==> config.mk <==
export PLATFORM = sky130hd
export DESIGN_NAME = interrupt_sequencer
export DESIGN_NICKNAME = d
export VERILOG_FILES = /design/src/rtl/interrupt_sequencer.sv
export SDC_FILE = /design/constraint.sdc
export NUM_CORES = 1
export LEC_CHECK = 0
export ABC_AREA = 1
export CAP_MARGIN = 0
export CORE_MARGIN = 2
export CORE_UTILIZATION = 41
export DETAILED_ROUTE_END_ITERATION = 8
export GPL_TIMING_DRIVEN = 0
export PLACE_DENSITY = 0.78
export SYNTH_ARGS = -nofsm -noshare
export SYNTH_HDL_FRONTEND = slang
export SYNTH_SLANG_ARGS = --single-unit
==> constraint.sdc <==
create_clock -name clk -period 1.32 [get_ports clk]
set_input_delay 0.198 -clock clk [delete_from_list [all_inputs] [get_ports clk]]
set_output_delay 0.198 -clock clk [all_outputs]
set_load 0.01 [all_outputs]
==> src/rtl/interrupt_sequencer.sv <==
// Purpose: arbitrates four rising-edge interrupt lines and steers the program
//          sequencer to a per-line vector, then back to the saved return address.
// Latency: irq edge to pending = 3 edges, pending to int_jmp = 1 edge (if
//          eligible and no branch in flight); rti to ret_jmp = 1 edge.
// Backpressure: ps_branch defers a grant cycle by cycle; requests stay latched
//          in pending until granted, so none are lost while a line is served.
//
// Ports:
//   clk, reset             clock and asynchronous active-high reset
//   irq[3:0]               asynchronous request lines (rising-edge sensitive)
//   mask_we, mask_data     mask register write (bit i = 1 enables irq[i])
//   pc                     address of the instruction currently fetched
//   ps_branch              decoder issuing jmp/jmp_nz; grant is held off
//   rti                    return-from-interrupt strobe (honoured in SERVICE only)
//   int_jmp, int_vector    one-cycle vector jump request and its upper nibble
//   ret_jmp, ret_addr      one-cycle return jump request and saved address
//   int_active, irq_id     service in progress and index of the line served
//   pending, mask          latched requests and current mask register
module interrupt_sequencer #(
    parameter logic [3:0] VEC_BASE = 4'hC
) (
    input  logic       clk,
    input  logic       reset,
    input  logic [3:0] irq,
    input  logic       mask_we,
    input  logic [3:0] mask_data,
    input  logic [7:0] pc,
    input  logic       ps_branch,
    input  logic       rti,
    output logic       int_jmp,
    output logic [3:0] int_vector,
    output logic       ret_jmp,
    output logic [7:0] ret_addr,
    output logic       int_active,
    output logic [1:0] irq_id,
    output logic [3:0] pending,
    output logic [3:0] mask
);

    typedef enum logic [1:0] {
        S_IDLE    = 2'd0,
        S_VECTOR  = 2'd1,
        S_SERVICE = 2'd2,
        S_RETURN  = 2'd3
    } state_t;

    state_t     state;
    state_t     state_nxt;

    logic [3:0] sync1;
    logic [3:0] sync2;
    logic [3:0] sync3;
    logic [3:0] rise;
    logic [3:0] eligible;
    logic [1:0] winner;
    logic       grant;
    logic [3:0] clr;

    // Two flops resolve metastability; the third only remembers the previous
    // synchronised level so a held-high line yields a single request.
    assign rise     = sync2 & ~sync3;
    assign eligible = pending & mask;

    // Lowest index wins: scan from the top so lower indices overwrite.
    always_comb begin
        winner = 2'd0;
        for (int i = 3; i >= 0; i--) begin
            if (eligible[i]) begin
                winner = i[1:0];
            end
        end
    end

    always_ff @(posedge clk or posedge reset) begin
        if (reset) begin
            state <= S_IDLE;
        end else begin
            state <= state_nxt;
        end
    end

    always_comb begin
        state_nxt = state;
        grant     = 1'b0;
        case (state)
            S_IDLE: begin
                if ((eligible != 4'd0) && !ps_branch) begin
                    grant     = 1'b1;
                    state_nxt = S_VECTOR;
                end
            end
            S_VECTOR: begin
                state_nxt = S_SERVICE;
            end
            S_SERVICE: begin
                if (rti) begin
                    state_nxt = S_RETURN;
                end
            end
            S_RETURN: begin
                state_nxt = S_IDLE;
            end
            default: begin
                state_nxt = S_IDLE;
            end
        endcase
    end

    assign clr = grant ? (4'b0001 << winner) : 4'd0;

    always_ff @(posedge clk or posedge reset) begin
        if (reset) begin
            sync1    <= 4'd0;
            sync2    <= 4'd0;
            sync3    <= 4'd0;
            pending  <= 4'd0;
            mask     <= 4'd0;
            ret_addr <= 8'd0;
            irq_id   <= 2'd0;
        end else begin
            sync1   <= irq;
            sync2   <= sync1;
            sync3   <= sync2;
            // A new edge on the line being granted survives the clear.
            pending <= (pending & ~clr) | rise;
            if (mask_we) begin
                mask <= mask_data;
            end
            if (grant) begin
                irq_id   <= winner;
                ret_addr <= pc + 8'd1;
            end
        end
    end

    assign int_jmp    = (state == S_VECTOR);
    assign int_vector = (state == S_VECTOR) ? (VEC_BASE + {2'b00, irq_id}) : 4'd0;
    assign ret_jmp    = (state == S_RETURN);
    assign int_active = (state != S_IDLE);

endmodule
# Word-level counts from Yosys, hierarchy flattened
# Index checks and enable logic that the tools add are counted.
[word_totals]
in_bits = 21
word_cells = 39
ff_bits = 32
[op_classes]
addsub = 2
n_bitwise = 6
n_reduce_logical = 6
shifts = 1
n_mux = 11
n_eq_ne = 5
[ops]
columns = ["operator", "count"]
rows = [
  ["4-bit bitwise AND", 3],
  ["2-bit 2-to-1 mux", 6],
  ["8-bit by 1-bit adder with 8-bit output, second input constant", 1],
  ["4-bit 2-to-1 mux", 2],
  ["4-bit inverter", 2],
  ["2-bit one-hot mux with 4 select lines", 1],
  ["3-bit by 3-bit adder with 4-bit output, first input constant", 1],
  ["2-bit == test, second input constant", 2],
  ["2-bit != test, second input constant", 2],
  ["4-bit bitwise OR", 1],
  ["4-bit nonzero test", 1],
  ["1-bit by 2-bit left shift with 4-bit output, first input constant", 1],
  ["2-bit by 1-bit == test with 1-bit output, second input constant", 1],
  ["2-bit zero test", 1],
  ["1-bit 2-to-1 mux", 2],
  ["2-bit AND reduction", 1],
  ["2-bit nonzero test", 1],
  ["1-bit logical AND", 1],
  ["1-bit zero test", 1],
]

# Logic depth before layout (Yosys ltp)
[logic_depth]
depth_word = 10
depth_mapped = 8
mapped_depth_nobuf = 7

# Worst setup path after synthesis
# OpenSTA, ideal clock, no wires.
[synth_timing]
kind = "reg-to-reg"
start = "register state[0]"
end = "register pending[3]"
stages_incl_launch_ff = 8
n_path_buf = 0
t_arrival_ps = 1254
setup_ps = 117
slack_ps = -51
path_cell_list = "dfrtp_1 inv_1 ha_1 inv_2 nor3_4 nand2_1 nand2_1 nand2_1"
[synth_via]
elab_chain_cells = 6
[synth_lines]
columns = ["item", "line_no", "rtl"]
rows = [
  ["from (decl)", "47", "state_t state;"],
  ["from (signal assigned)", "78", "state <= state_nxt;"],
  ["2-bit zero test", "85", "case (state)"],
  ["1-bit 2-to-1 mux", "85", ""],
  ["4-bit 2-to-1 mux", "109", "assign clr = grant ? (4'b0001 << winner) : 4'd0;"],
  ["4-bit inverter", "125", "pending <= (pending & ~clr) | rise;"],
  ["4-bit bitwise AND", "125", ""],
  ["4-bit bitwise OR", "125", ""],
  ["to (signal assigned)", "125", ""],
  ["to (decl)", "36", "output logic [3:0] pending,"],
]
# Every way passes these cells.
# A chain may end at the register's enable or synchronous reset.

# Worst setup path after layout
[layout_timing]
start = "register state[0]"
end = "output int_vector[2]"
[layout_via]
elab_chain_cells = 2
[layout_lines]
columns = ["item", "line_no", "rtl"]
rows = [
  ["2-bit by 1-bit == test with 1-bit output", "137", "assign int_vector = (state == S_VECTOR) ? (VEC_BASE + {2'b00, irq_id}) : 4'd0;"],
  ["4-bit 2-to-1 mux", "137", ""],
  ["to (decl)", "31", "output logic [3:0] int_vector,"],
]
# Every way passes these cells.

==> impl_results.md <==
- Worst-Margin Slew: just under 700 ps
- Worst setup path category: reg -> out
- Pre-CTS WS: -311 ps
- R2r endpoint: pending[3]
- Register area share after synthesis: a little over half
- Post-synth top flop: dfrtp_1
- Switching Fraction: between 30% and 40%
- Final global-route overflow total: 0
- Post-DRT Antenna Nets: 0
- Yosys warning count: 0
- Critical path arrival: 1290 ps
- DP Cell Count: ~240
- Cell mode on critical path: buf_6
- Area Overhead vs Synth: 67.0%
- Dominant cells by area after synthesis: dfrtp_1 54%, nand2_1 11%, ha_1 5.1%
- Hold path depth: 1
- Initial antenna violation count: 0
- Mapped cell area: roughly 0.0015 mm²
- Die height: about 64 µm
- FF+latch count, synth: 32
- Worst Hold Class: in -> reg
- Crit path max fanout: 5
- H-Tree Level Count: 2
- Number of global-route vias before repair: 1,318
- RR Startpoint: state[1]
- Gate power share: 54.9%
- GRT Util Overall: 19.7%
- Worst hold slack: 283 ps
- Maximum clock rate: 0.671 GHz
- Part of the power in registers: 31.4%
- Slowest cell delay on critical path: 440 ps
- Die ar.: 0.00411 mm²
- Setup total negative slack: -982 ps
- Layout cells sized above 1: between 40% and 50%
- Setup-failing EPs final: 12
- Initial DRC Count: 34
- DRC Markers: 0
- Die width: 64.1 µm
- # port buffers: between 40 and 50
- Hold Vio Cnt, Final: 0
- Crit path max-delay cell type: dfrtp_2
- Fin cells: 277
- Nets: 257
- Slew headroom: 54.5%
- Commonest non-fill, non-tap cell in the layout: dfrtp_1
- Worst setup margin: -169 ps
- Largest net degree at the start of global routing: 33
- CTS clock-pin slew for the worst setup and hold paths: 110 ps
- Slew Limit Fails: 0
- Post-synth top area share: 54.1%
- Int Power: ~2.8 mW
- P per Cell Area: 1800 mW/mm²
- Startpoint types: flop
- CTS Root Cell: clkbuf_4
- Ports: 46
- Failing checks: negative setup slack
- Hpwl dp: 2150 µm
- Final Wtd Congestion: 0.755
- First-pass GRT wire length: 6070 µm
- Critical path cell sequence: buf_6 > ha_4 > buf_6 > buf_6
- CTS tree: built
- Yosys cell types: 24
- Syn Nets: 175
- Clock power frac: 13.7%
- Routed WL per cell: 13.4 µm
- Crit. End Element: output pin
- Core ar.: 0.00339 mm²
- Syn Inst Count: 148
- Period utilisation layout: 113%
- FF-to-FF path depth: 8
- Clock skew: 8.68 ps
- Drt first pass iters: 4
- Hold Crit Endpoint: sync1[0]
- CTS buffer count: 5
- Hold Startpoint: irq[0]
- RSZ-0062 raised after global routing: true
- Ant. Diodes: 0
- Vias: 1,306
- Ys async rst share: 100%
- Starting Density: 43.7%
- Period minus WS final: 1490 ps
- Static leakage: 1.24 nW
- Reg-to-reg setup timing slack: -30 ps
- Clock latency on the worst-skew pair: 340 ps
- Max_cap viols: 0
- Number of flops mapped to enable cells by yosys: 0
- Rows: 21
- Status: complete, but fails checks
- Power Total: 4.45 mW
- Final WL: around 3700 µm
- Syn avg cell area: 10.0 µm²
- Area leader, netlist: dfrtp_1
- Clock Sinks: 32
- Drt via density: 4.71
- WP data required: 1120 ps
- Max clock buf depth: 2
- Max VDD drop: 791 µV
- P_sw: between 1.5 and 2 mW
- Most frequent cells in the layout: 30 x dfrtp_1, 27 x nand2_1, 24 x buf_4, 20 x clkdlybuf4s50_1, 14 x buf_6
[power by group through the flow]
stage	clock [mW]	sequential (mW)	combinational, mW
after detailed placement	0	1.41	1.70
after CTS	0.631	1.36	2.17
final	0.611	1.40	2.45
after floorplan	0	1.47	0.854
after global routing	0.689	1.42	2.63
after global placement	0	1.40	1.63
[cells in the mapped netlist, types with 2 or more instances]
cell and count:
nand2_1 42, nand3_1 10, buf_4 2, xor2_1 2, nand2_2 8, o21ai_0 2, ha_1 6, nand2_4 3
xnor2_1 2, inv_1 16, o21ai_2 5, dfrtp_1 32, o21ai_1 2, mux2_2 2, nor2_1 5
[state kept, by name, summed over array words and instances (netlist names)]
register,count
ret_addr,8
mask,4
pending,4
sync1,4
sync2,4
sync3,4
irq_id,2
state,2
[worst max-delay path by stage]
stage | from | slack, ps | endpoint
finish | state[0] | -170 | int_vector[2]
CTS | state[0] | -180 | int_vector[2]
detailed placement | reset | -310 | state[0]
global placement | state[1] | -250 | int_vector[3]
global route | state[0] | -220 | int_vector[2]
floorplan | state[0] | 3 | pending[3]
[metal layers]
metal / up-vias / wire (µm) / GRT usage (%) / share of wire, %
li1: 624 / - / - / -
met1: 630 / 1440 / 22.7 / 39
met2: 43 / 1970 / 34.0 / 53
met3: 9 / 220 / 6.87 / 5.9
met4: 0 / 72 / 6.25 / 1.9
met5: - / 0 / 0 / 0
[kinds of logic (layout without fill, tap and decap cells)]
family                     count (synthesis)  in the layout  share of synthesized area [%]
adders and majority gates                  6              6                           5.07
xor gates and xnor gates                   4              4                           2.37
and+or+nand+nor                           73             73                           25.0
AOI/OAI and AO/OA                         11             11                           5.24
buffers and inverters                     20            103                           6.68
DFF                                       32             32                           54.1
muxes                                      2              2                           1.52
[stage by stage]
stage                     utilization, %  instance area [µm²]
after floorplan                        -                 1480
after global placement              58.7                 1990
after detailed placement            58.7                 1990
after CTS                           69.2                 2340
after global routing                72.9                 2470
final                               72.9                 2470
[worst max-delay path, delay by kind of cell, from the launching register on]
family                   cells  cell delay (ps)
buffers and inverters        3              340
adder cells (fa/ha/maj)      1              170
flip-flops                   1              440
[what timing repair did]
| item | 4_1_cts | 5_1_grt |
|---|---|---|
| buffers inserted | 27 | 4 |
| pin swaps | 11 | 17 |
| resized for setup | 74 | 41 |
| hold buffers | 0 | 0 |
| setup endpoints to repair | 33 | 24 |
| cloned | 1 | 0 |
[cell type report]
| cell class | instances | area [µm²] |
|---|---|---|
| Buffer | 2 | 22.5 |
| Clock buffer | 6 | 51.3 |
| Clock inverter | 2 | 15.0 |
| Fill cell | 243 | 917 |
| Inverter | 17 | 70.1 |
| Multi-Input combinational cell | 96 | 733 |
| Sequential cell | 32 | 803 |
| Tap cell | 46 | 57.6 |
| Timing Repair Buffer | 76 | 719 |
(Power assumes the default switching activity.)
